**src/rtl/fpga_cmd_rx_pkg.sv**
```systemverilog
// Shared FPGA defines: command codes, receiver FSM encoding and the OFF-mode reset constant.
package fpga_cmd_rx_pkg;

    localparam int FPGA_CMD_SET_CONFREG  = 1;
    localparam int FPGA_CMD_TRACE_ENABLE = 2;

    // All-ones configuration selects major mode 7 (OFF); truncated to the configured width.
    localparam logic [31:0] FPGA_CONF_OFF = 32'hFFFF_FFFF;

    typedef enum logic [1:0] {
        ST_IDLE   = 2'd0,
        ST_SHIFT  = 2'd1,
        ST_COMMIT = 2'd2,
        ST_ERROR  = 2'd3
    } fpga_rx_state_t;

endpackage

```
**src/rtl/fpga_cmd_rx_sync2.sv**
```systemverilog
// Two-flop synchroniser for a single asynchronous input, with a selectable reset level.
module sync2 #(
    parameter logic RST_VAL = 1'b0
) (
    input  logic clk,
    input  logic rst,
    input  logic d,
    output logic q
);

    logic meta;

    // Double-register the asynchronous input into the clk domain.
    always_ff @(posedge clk or posedge rst) begin
        if (rst) begin
            meta <= RST_VAL;
            q    <= RST_VAL;
        end else begin
            meta <= d;
            q    <= meta;
        end
    end

endmodule

```
**src/rtl/fpga_cmd_rx.sv**
```systemverilog
// SPI command receiver from the ARM: shifts in CMD+DATA frames, commits configuration
// and trace-enable writes, counts framing errors and returns a status word on miso.
//
// state     | meaning
// ----------+------------------------------------------------------------
// ST_IDLE   | waiting for chip select to fall; spck edges ignored
// ST_SHIFT  | frame in progress: mosi shifted in, status shifted out
// ST_COMMIT | one cycle: decode command and update outputs
// ST_ERROR  | one cycle: wrong frame length, bump error counter
module fpga_cmd_rx
    import fpga_cmd_rx_pkg::*;
#(
    parameter int CMD_W  = 4,
    parameter int DATA_W = 12,
    parameter int CONF_W = 9,
    parameter int ERR_W  = 4
) (
    input  logic              ck_1356meg,
    input  logic              rst,
    input  logic              ncs,
    input  logic              spck,
    input  logic              mosi,
    output logic              miso,
    output logic [CONF_W-1:0] conf_word,
    output logic              trace_enable,
    output logic              conf_update,
    output logic [ERR_W-1:0]  err_cnt
);

    localparam int FRAME_W = CMD_W + DATA_W;
    localparam int CNT_W   = $clog2(FRAME_W + 2);
    localparam int STAT_W  = ERR_W + 1 + CONF_W;
    localparam logic [CNT_W-1:0] CNT_FRAME = CNT_W'(FRAME_W);
    localparam logic [CNT_W-1:0] CNT_MAX   = CNT_W'(FRAME_W + 1);

    fpga_rx_state_t       state;
    logic                 ncs_s, spck_s, mosi_s;
    logic                 ncs_d, spck_d, mosi_q;
    logic                 ncs_fall_q, ncs_rise_q, spck_rise_q, spck_fall_q;
    logic [CNT_W-1:0]     bit_cnt, cnt_next;
    logic [FRAME_W-1:0]   shift_sr, rb_sr, status_word;
    logic [STAT_W+FRAME_W-1:0] stat_ext;
    logic [CMD_W-1:0]     cmd;
    logic [CONF_W-1:0]    conf_new;

    sync2 #(.RST_VAL(1'b1)) u_sync_ncs  (.clk(ck_1356meg), .rst(rst), .d(ncs),  .q(ncs_s));
    sync2 #(.RST_VAL(1'b0)) u_sync_spck (.clk(ck_1356meg), .rst(rst), .d(spck), .q(spck_s));
    sync2 #(.RST_VAL(1'b0)) u_sync_mosi (.clk(ck_1356meg), .rst(rst), .d(mosi), .q(mosi_s));

    // Registered edge pulses; mosi is delayed alongside so it lines up with spck_rise_q.
    always_ff @(posedge ck_1356meg or posedge rst) begin
        if (rst) begin
            ncs_d       <= 1'b1;
            spck_d      <= 1'b0;
            mosi_q      <= 1'b0;
            ncs_fall_q  <= 1'b0;
            ncs_rise_q  <= 1'b0;
            spck_rise_q <= 1'b0;
            spck_fall_q <= 1'b0;
        end else begin
            ncs_d       <= ncs_s;
            spck_d      <= spck_s;
            mosi_q      <= mosi_s;
            ncs_fall_q  <= ncs_d & ~ncs_s;
            ncs_rise_q  <= ~ncs_d & ncs_s;
            spck_rise_q <= ~spck_d & spck_s;
            spck_fall_q <= spck_d & ~spck_s;
        end
    end

    // Bit count including the edge in this cycle, so a simultaneous ncs rise sees it; saturates.
    always_comb begin
        cnt_next = bit_cnt;
        if (spck_rise_q && (bit_cnt != CNT_MAX))
            cnt_next = bit_cnt + 1'b1;
    end

    // Status word {err_cnt, trace_enable, conf_word, zero pad}, keeping the top FRAME_W bits.
    assign stat_ext    = {err_cnt, trace_enable, conf_word, {FRAME_W{1'b0}}};
    assign status_word = FRAME_W'(stat_ext >> STAT_W);
    assign cmd         = shift_sr[FRAME_W-1 -: CMD_W];
    assign conf_new    = CONF_W'(shift_sr);
    assign miso        = (state == ST_SHIFT) ? rb_sr[FRAME_W-1] : 1'b0;

    // Frame FSM with registered outputs.
    always_ff @(posedge ck_1356meg or posedge rst) begin
        if (rst) begin
            state        <= ST_IDLE;
            bit_cnt      <= '0;
            shift_sr     <= '0;
            rb_sr        <= '0;
            conf_word    <= CONF_W'(FPGA_CONF_OFF);
            trace_enable <= 1'b0;
            conf_update  <= 1'b0;
            err_cnt      <= '0;
        end else begin
            conf_update <= 1'b0;
            case (state)
                ST_IDLE: begin
                    if (ncs_fall_q) begin
                        state    <= ST_SHIFT;
                        bit_cnt  <= '0;
                        shift_sr <= '0;
                        rb_sr    <= status_word;
                    end
                end
                ST_SHIFT: begin
                    bit_cnt <= cnt_next;
                    if (spck_rise_q)
                        shift_sr <= {shift_sr[FRAME_W-2:0], mosi_q};
                    if (spck_fall_q)
                        rb_sr <= {rb_sr[FRAME_W-2:0], 1'b0};
                    if (ncs_rise_q)
                        state <= (cnt_next == CNT_FRAME) ? ST_COMMIT : ST_ERROR;
                end
                ST_COMMIT: begin
                    if (cmd == CMD_W'(FPGA_CMD_SET_CONFREG)) begin
                        conf_word   <= conf_new;
                        conf_update <= (conf_new != conf_word);
                    end else if (cmd == CMD_W'(FPGA_CMD_TRACE_ENABLE)) begin
                        trace_enable <= shift_sr[0];
                    end
                    state <= ST_IDLE;
                end
                ST_ERROR: begin
                    if (err_cnt != {ERR_W{1'b1}})
                        err_cnt <= err_cnt + 1'b1;
                    state <= ST_IDLE;
                end
                default: state <= ST_IDLE;
            endcase
        end
    end

endmodule

```
**config.mk**
```make
export PLATFORM = sky130hd
export DESIGN_NAME = fpga_cmd_rx
export DESIGN_NICKNAME = d
export VERILOG_FILES = /design/src/rtl/fpga_cmd_rx_pkg.sv /design/src/rtl/fpga_cmd_rx_sync2.sv /design/src/rtl/fpga_cmd_rx.sv
export SDC_FILE = /design/constraint.sdc
export NUM_CORES = 1
export LEC_CHECK = 0
export CAP_MARGIN = 20
export CORE_ASPECT_RATIO = 1.1
export CORE_MARGIN = 2
export CORE_UTILIZATION = 36
export CTS_BUF_LIST = sky130_fd_sc_hd__clkbuf_8
export DETAILED_ROUTE_END_ITERATION = 7
export SLEW_MARGIN = 0
export SYNTH_ARGS = -nofsm -noshare
export SYNTH_HDL_FRONTEND = slang
export SYNTH_SLANG_ARGS = --single-unit
```
**constraint.sdc**
```tcl
create_clock -name ck_1356meg -period 2.5 [get_ports ck_1356meg]
set_input_delay 0.75 -clock ck_1356meg [delete_from_list [all_inputs] [get_ports ck_1356meg]]
set_output_delay 0.75 -clock ck_1356meg [all_outputs]
set_load 0.05 [all_outputs]
```
## After elaboration in Yosys (flattened, before gate mapping)

Cells that the tools add are included.

| cells by class | value |
|---|---|
| add/sub/neg operators | 2 |
| multiply operators | 0 |
| divide/modulo/power cells | 0 |
| magnitude comparators | 0 |
| equal/unequal tests | 13 |
| shift operators | 0 |
| mux-type cells | 16 |
| bitwise operators | 9 |
| reductions and logical operators | 11 |

Operators by type and width:

| kind | count |
|---|---|
| $mux W16 | 4 |
| $pmux W16 S2 | 2 |
| $mux W5 | 2 |
| $pmux W5 S2 | 1 |
| $ne A9 B9 Y1 | 1 |
| $reduce_and A3 Y1 | 3 |
| $ne A2 B2 Y1 const B | 4 |
| $reduce_and A2 Y1 | 4 |
| $pmux W2 S3 | 1 |
| $add A5 B1 Y5 const B | 1 |
| $eq A5 B5 Y1 const B | 1 |
| $ne A5 B5 Y1 const B | 1 |
| $not A1 Y1 | 5 |
| $add A4 B1 Y4 const B | 1 |
| $and A1 B1 Y1 | 4 |
| $eq A2 B2 Y1 const B | 2 |
| $eq A4 B1 Y1 const B | 1 |
| $eq A4 B2 Y1 const B | 1 |
| $mux W1 | 4 |
| $mux W2 | 2 |
| $ne A4 B4 Y1 const B | 1 |
| $eq A2 B1 Y1 const B | 1 |
| $logic_not A2 Y1 | 1 |
| $reduce_bool A2 Y1 | 1 |
| other kinds (2) | 2 |

| word-level totals | value |
|---|---|
| flip-flop bits (word level) | 67 |
| bits in latches | 0 |
| RAM bits | 0 |
| bits in read-only memories | 0 |
| output and inout bits | 16 |
| memories kept | 0 |

## Logic depth before layout (Yosys ltp)

Gate-level depths: netlist of the first run.

| depth | value |
|---|---|
| word-level depth | 7 |
| gate-level depth with buffers | 6 |
| depth with buffers taken out | 6 |

## Hierarchy

A second synthesis of the first run with hierarchy kept.

| second synthesis, totals | value |
|---|---|
| cell total of the unflattened synthesis | 226 |
| area, all modules | 2811.4 um^2 |

By module, submodules not included:

| module | times used | cells an instance | area an instance (um^2) | sequential area each (um^2) |
|---|---|---|---|---|
| fpga_cmd_rx | 1 | 217 | 2647.5 | 1488.9 |
| sync2 (u_sync_mosi ...) | 2 | 3 | 53.8 | 50.0 |
| sync2 (u_sync_ncs) | 1 | 3 | 56.3 | 52.6 |

## Worst setup path after synthesis of the first run

OpenSTA, ideal clock, no wires.

| timing path | value |
|---|---|
| kind | reg-to-output |
| start | register state[0] |
| end | output miso |
| arrival | 1.151 ns |
| required time | 1.750 ns |
| path slack | 0.599 ns |
| stages on the path, launching flop included | 4 |
| path buffers | 1 |
| cells stage by stage | dfrtp_1 -> nor2b_1 -> buf_2 -> and2_1 |

| between the ends | value |
|---|---|
| longest elaborated chain between the ends | 2 |

Ends and longest elaborated chain:

| what | line | RTL |
|---|---|---|
| from (decl) | fpga_cmd_rx.sv:36 | `fpga_rx_state_t state;` |
| from (signal assigned) | fpga_cmd_rx.sv:114 | `state <= (cnt_next == CNT_FRAME) ? ST_COMMIT : ST_ERROR;` |
| $eq A2 B1 Y1 | fpga_cmd_rx.sv:83 | `assign miso = (state == ST_SHIFT) ? rb_sr[FRAME_W-1] : 1'b0;` |
| $mux W1 | fpga_cmd_rx.sv:83 |  |
| to (decl) | fpga_cmd_rx.sv:23 | `output logic miso,` |

Every way passes these cells.

## Final worst setup path of the first run

| timing path | value |
|---|---|
| start | register conf_word[4] |
| end | output conf_word[4] |

RTL lines:

| what | line | RTL |
|---|---|---|
| from (decl) | fpga_cmd_rx.sv:24 | `output logic [CONF_W-1:0] conf_word,` |
| from (signal assigned) | fpga_cmd_rx.sv:92 | `conf_word <= CONF_W'(FPGA_CONF_OFF);` |
| from (signal assigned) | fpga_cmd_rx.sv:118 | `conf_word <= conf_new;` |

No word-level cell between the ends.

==> results of run 1 <==
repair_timing:
item                       CTS  global route
hold buffers                 0             0
setup endpoints to repair    0             5
hold endpoints to repair     0             0
resized for setup            0             5
area by class of cell:
cell class	count	area, sq um	share of cell area [%]
clock inverter	6	36.28	1.092
timing repair buffer	25	282.8	8.509
inverter	3	11.26	0.3389
sequential	65	1642	49.40
clock buffer	10	137.6	4.142
tap	105	131.4	3.953
multi-input combinational	144	1082	32.57
worst max-delay path by stage:
stage                     cells after the start            to  slack (ns)    startpoint
final                                         1  conf_word[4]        0.04  conf_word[4]
after global routing                          1  conf_word[1]       0.002  conf_word[1]
after CTS                                     1  conf_word[8]       0.007  conf_word[8]
after detailed placement                      1  conf_word[8]        0.39  conf_word[8]
after global placement                        1  conf_word[2]        0.40  conf_word[2]
after floorplan                               1    bit_cnt[0]        0.14           rst
cell usage after synthesis, drive strengths merged:
library cell   n  area (sq um)
mux2          11         157.7
and4           1         8.760
o311ai         1         8.760
or2            1         6.260
nand4          4         25.02
o311a          1         10.01
and2           3         18.77
xnor2          9         78.83
o2111ai        1         8.760
a21oi          2         10.01
mux2i         15         150.1
nand2         21         78.83
a31oi          2         12.51
inv            3         11.26
o21a           2         15.01
xor2           4         35.03
dfstp         12         315.3
a21o           3         22.52
buf           11         67.56
dfrtp         53          1326
nand3          1         5.000
nor4           1         6.260
nand3b         3         22.52
nor4b          1         23.77
o21ai         22         110.1
a22o          16         140.1
o22ai          2         12.51
ha             3         37.54
nand2b         2         12.51
nor2b          7         43.79
nor2           5         18.77
power by group through the flow:
stage               clock network [mW]  registers (mW)  logic, mW
global placement                     0            1.41      0.671
detailed placement                   0            1.41      0.678
floorplan                            0            1.47      0.398
finish                           0.765            1.39      0.673
CTS                              0.792            1.39      0.681
global route                     0.843            1.42      0.729
state kept, by name (all words and copies together) (netlist names), 2 cells and up:
name,cells
bit_cnt,5
state,2
err_cnt,4
shift_sr,16
rb_sr,14
conf_word,9
cell families (layout without fill, tap and decap cells):
kind of cell | Yosys count | count (layout) | synth area share [%]
AOI/OAI and AO/OA | 52 | 52 | 12.51
buffers and inverters | 14 | 44 | 2.815
and+or+nand+nor | 50 | 50 | 9.652
muxes | 26 | 26 | 10.99
DFF | 65 | 65 | 58.62
xor gates and xnor gates | 13 | 13 | 4.066
adders and majority gates | 3 | 3 | 1.341
metal layers:
| layer | routed length [microns] | vias up | track usage, % |
|---|---|---|---|
| li1 | - | 848 | - |
| met1 | 2403 | 897 | 17.33 |
| met2 | 2300 | 28 | 20.27 |
| met3 | 132 | 7 | 2.294 |
| met4 | 92 | 0 | 7.576 |
| met5 | 0 | - | 0 |
stage by stage:
step / hold slack [ns] / total power, mW / cells
final: 0.3485 / 2.829 / 358
after global routing: 0.3649 / 2.988 / 358
after CTS: 0.3516 / 2.864 / 358
after detailed placement: 0.3362 / 2.086 / 342
after global placement: 0.3320 / 2.079 / 342
after floorplan: 0.3312 / 1.866 / 223
==> reports/qor.csv, run 1 <==
stage,metric,value,unit
timing,max-slew-margin-rel,60.15,%
layout,layout_commonest_cell,dfrtp_1,
layout,drive_gt1_share,18.18,%
cts,cts_tree,yes,
setup_path,rr_startpoint,state[0],
drt,wl_per_cell,13.77,microns
pwr,p_leak,1.593,nW
floorplanning,die-area,8501,sq um
global_routing,grt_pass1_vias,1770,
cts,root_buffer,clkbuf_8,
floorplanning,die_h,96.50,microns
min_path,hold_depth,0,
global_routing,gr-total-overflow,0,
timing,tns,0,ns
timing,finalCritPeriodShare,98.24,%
global_routing,track_usage,13.10,%
floorplanning,rows,33,
layout,n_fill_cell,687,
drt,drc,0,
placement,place_congestion,0.7542,
floorplanning,core_area,7515,sq um
global_routing,grt_max_degree,32,
synthesis,synth_area,2800,sq um
pwr,p_clk_share,27.1,%
placement,place_ws,0.3852,ns
status,status,"complete, no violations",
pwr,powerDensity,851.2,nW/um^2
setup_path,cp_slowest_cell,clkdlybuf4s50_1,
cts,clk-insertion-delay-late,0.33,ns
timing,tightestPinTransition,0.5978,ns
drt,wirelength,4.929,mm
synthesis,syn_area_per_cell,12.56,sq um
setup_path,regToRegSetupSlack,0.80,ns
synthesis,yosysWarnings,0,
run,maxCapViolations,0,
pwr,ir_worst_vdd,0.2460,mV
setup_path,end_kind,output port,
layout,diodes,0,
setup_path,arrival,1.71,ns
synthesis,synth_fp_nets,231,
setup_path,max_stage_delay,0.81,ns
floorplanning,die_w,88.09,microns
pwr,seq_power_share,49.2,%
timing,skew,0.01007,ns
drt,firstDrtPassIters,4,
floorplanning,ios,21,
timing,clock.fmax,407.1,MHz
pwr,swShare,33.06,%
setup_path,path_class,register to output port,
cts,cts-buffers-inserted,9,
pwr,intPower,1.894,mW
drt,routed_via_density,4.972,
drt,final_antenna_net_count,0,
timing,drv_slew,0,
min_path,holdPathEnd,u_sync_spck.q,
setup_path,r2r_end,shift_sr[1],
placement,io_buffers,20,
timing,rsz0062_at_grt,no,
synthesis,syn_inst,223,
setup_path,cp_cell_sequence,clkdlybuf4s50_1,
drt,drt_iter0_drc,97,
layout,final_cell_area,3323,sq um
synthesis,synth_cell_types,34,
global_routing,grt_pass1_wl,8.390,mm
min_path,hold_path_class,register to register,
cts,postCtsSetupBuffers,0,
placement,post_dp_cell_area,3137,sq um
cts,path_clk_slew,0.07,ns
floorplanning,initial_core_util,37.26,%
global_routing,grt_antenna_before_repair,0,
setup_path,crit_fanout,4,
synthesis,ys_ff_latch,65,
cts,cts_max_level,3,
setup_path,reg2reg_depth,3,
timing,min_period,2.456,ns
setup_path,required,1.75,ns
setup_path,startpoint_type,register,
timing,setup_viol,0,
layout,area_growth,18.68,%
pwr,p_comb_share,23.8,%
setup_path,crit_family,buffers and inverters,
placement,hpwl,3.328,mm
drt,vias,1780,
timing,fin_ws,0.04388,ns
min_path,hp-start,u_sync_spck.meta,
pwr,switchingPower,0.9351,mW
cts,clock_sinks,65,
cts,clock_path_buffers,2,
timing,hold_viol,0,
setup_path,path_buf_inv,1,
layout,final_util,44.22,%
layout,nets,256,
layout,final_cell_mix,"dfrtp_1, nand2_1, o21ai_1, a22o_1, mux2i_1",
synthesis,yosysSeqAreaShare,58.62,%
No activity file was read; power rests on OpenSTA's default activity.
==> inputs of run 2 (changes only) <==
--- a/config.mk
+++ b/config.mk
@@ -11,6 +11,7 @@
 export CORE_UTILIZATION = 36
 export CTS_BUF_LIST = sky130_fd_sc_hd__clkbuf_8
 export DETAILED_ROUTE_END_ITERATION = 7
+export PLACE_DENSITY = 0.65
 export SLEW_MARGIN = 0
 export SYNTH_ARGS = -nofsm -noshare
 export SYNTH_HDL_FRONTEND = slang
==> run 2 against run 1 <==
  * Routed wire length grew 0.47%
  * Hold slack gained 0.0019 ns
  * Power grew 0.35%
  * Non-clock buffer count grew 1
==> reports/qor.csv, run 2 (same netlist as run 1, synthesis figures left out) <==
stage,metric,value,unit,change
status,status,"complete, no violations",,unchanged
drt,routed_via_density,4.880,,was 4.972
layout,largest-register,shift_sr,,unchanged
setup_path,regToRegSetupSlack,0.60,ns,was 0.80 ns
drt,firstDrtPassIters,4,,unchanged
layout,drive_gt1_share,18.90,%,was 18.18%
timing,drv_slew,0,,unchanged
setup_path,required,1.75,ns,about the same
pwr,p_leak,1.640,nW,was 1.593 nW
floorplanning,initial_core_util,37.26,%,unchanged
layout,final_cells,359,,was 358
global_routing,grt_antenna_before_repair,0,,unchanged
timing,setup_viol,0,,unchanged
layout,largest_reg_flops,16,,unchanged
global_routing,gr-total-overflow,0,,unchanged
cts,clk-insertion-delay-late,0.34,ns,was 0.33 ns
global_routing,grt_max_degree,34,,was 32
setup_path,end_kind,output port,,unchanged
global_routing,grt_pass1_wl,8.514,mm,was 8.390 mm
min_path,hold_depth,0,,unchanged
floorplanning,rows,33,,unchanged
placement,io_buffers,20,,unchanged
cts,root_buffer,clkbuf_8,,unchanged
cts,hold_buffers,0,,unchanged
run,maxCapViolations,0,,unchanged
drt,drc,0,,unchanged
timing,rsz0062_at_grt,no,,unchanged
min_path,holdPathEnd,mosi_q,,was u_sync_spck.q
drt,wl_per_cell,13.79,microns,was 13.77 microns
setup_path,reg2reg_depth,4,,was 3
layout,nets,257,,was 256
pwr,powerDensity,854.9,nW/um^2,was 851.2 nW/um^2
timing,tightestPinTransition,0.5553,ns,was 0.5978 ns
placement,post_dp_cell_area,3132,sq um,was 3137 sq um
placement,place_congestion,0.7740,,was 0.7542
global_routing,grt_pass1_vias,1680,,"was 1,770"
layout,final_cell_area,3321,sq um,was 3323 sq um
cts,cts_max_level,3,,unchanged
drt,final_antenna_net_count,0,,unchanged
drt,wirelength,4.952,mm,was 4.929 mm
setup_path,startpoint_type,register,,unchanged
min_path,hold_path_class,register to register,,unchanged
floorplanning,die-area,8501,sq um,unchanged
cts,clock_path_buffers,2,,unchanged
setup_path,cp_cell_sequence,clkdlybuf4s50_1,,unchanged
min_path,hp-start,u_sync_mosi.q,,was u_sync_spck.meta
layout,final_util,44.19,%,was 44.22%
setup_path,rr_startpoint,state[0],,unchanged
pwr,ir_worst_vdd,0.2314,mV,was 0.2460 mV
setup_path,crit_family,buffers and inverters,,unchanged
setup_path,max_stage_delay,0.81,ns,about the same
setup_path,path_buf_inv,1,,unchanged
cts,clock_sinks,65,,unchanged
floorplanning,core_area,7515,sq um,unchanged
floorplanning,die_h,96.50,microns,unchanged
setup_path,path_class,register to output port,,unchanged
setup_path,cp_slowest_cell,clkdlybuf4s50_1,,unchanged
timing,hold_viol,0,,unchanged
layout,layout_commonest_cell,dfrtp_1,,unchanged
cts,postCtsSetupBuffers,0,,unchanged
setup_path,crit_fanout,4,,unchanged
cts,path_clk_slew,0.07,ns,about the same
timing,min_period,2.464,ns,was 2.456 ns
setup_path,arrival,1.71,ns,about the same
layout,diodes,0,,unchanged
layout,n_fill_cell,718,,was 687
layout,area_growth,18.59,%,was 18.68%
layout,final_cell_mix,"dfrtp_1, nand2_1, o21ai_1, a22o_1, mux2i_1",,unchanged
global_routing,track_usage,13.22,%,was 13.10%
placement,hpwl,3.412,mm,was 3.328 mm
floorplanning,ios,21,,unchanged
layout,top_regs,"shift_sr (16), rb_sr (14), conf_word (9)",,unchanged
cts,cts-buffers-inserted,9,,unchanged
timing,finalCritPeriodShare,98.55,%,was 98.24%
setup_path,r2r_end,shift_sr[12],,was shift_sr[1]
cts,cts_tree,yes,,unchanged
drt,drt_iter0_drc,50,,was 97
floorplanning,die_w,88.09,microns,unchanged
timing,tns,0,ns,unchanged
timing,clock.fmax,405.9,MHz,was 407.1 MHz
timing,skew,0.009325,ns,was 0.01007 ns
drt,vias,1752,,"was 1,780"
timing,max-slew-margin-rel,62.98,%,was 60.15%
placement,placedCellCount,343,,was 342
## run 2: cell types whose count changed in the layout (fill, tap and decap cells not counted), sizes merged
cell / previous run / this run
buf: 7 / 8
clkdlybuf4s50: 13 / 11
clkinv: 2 / 6
clkinvlp: 3 / 0
dlymetal6s2s: 5 / 7
inv: 4 / 3
## run 2: through the flow
| step | hold WS [ns] | power [mW] | setup WS, ns |
|---|---|---|---|
| 6_report | 0.3504 | 2.839 | 0.03624 |
| 4_1_cts | 0.3541 | 2.874 | 0.01050 |
| 2_1_floorplan | 0.3312 | 1.866 | 0.1434 |
| 3_5_place_dp | 0.3378 | 2.090 | 0.3865 |
| 3_3_place_gp | 0.3338 | 2.075 | 0.3944 |
| 5_1_grt | 0.3596 | 3.009 | 0.001341 |
## run 2: where the power goes
group / switching, mW / internal [mW]
combinational: 0.366 / 0.306
sequential: 0.184 / 1.21
clock: 0.394 / 0.379
## run 2: cell type report
cell class | instances | area (sq um) | area share (%)
inverters | 3 | 11.26 | 0.3391
well taps | 105 | 131.4 | 3.956
flip-flops and latches | 65 | 1642 | 49.43
repair buffers | 26 | 282.8 | 8.515
clock inverters | 6 | 33.78 | 1.017
clock buffers | 10 | 137.6 | 4.145
multi-input cells | 144 | 1082 | 32.59
## run 2: worst max path at each step
| stage | to | from | slack, ns | cells past startpoint |
|---|---|---|---|---|
| global placement | conf_word[1] | conf_word[1] | 0.39 | 1 |
| CTS | conf_word[8] | conf_word[8] | 0.01 | 1 |
| global route | conf_word[7] | conf_word[7] | 0.001 | 1 |
| finish | conf_word[7] | conf_word[7] | 0.04 | 1 |
| detailed placement | conf_word[1] | conf_word[1] | 0.39 | 1 |
| floorplan | bit_cnt[0] | rst | 0.14 | 1 |
## run 2: metal layers
layer	wire (microns)	share of wire, %	vias to the layer above	track usage (%)
met4	113	2.3	0	7.197
li1	-	-	842	-
met5	0	0	-	0
met2	2261	46	23	18.94
met3	106	2.1	11	2.804
met1	2471	50	876	18.68
## run 2: what timing repair did
item / in CTS / in global routing
endpoints found under the setup margin: 0 / 7
gates resized for setup: 0 / 7
hold endpoints to repair: 0 / 0
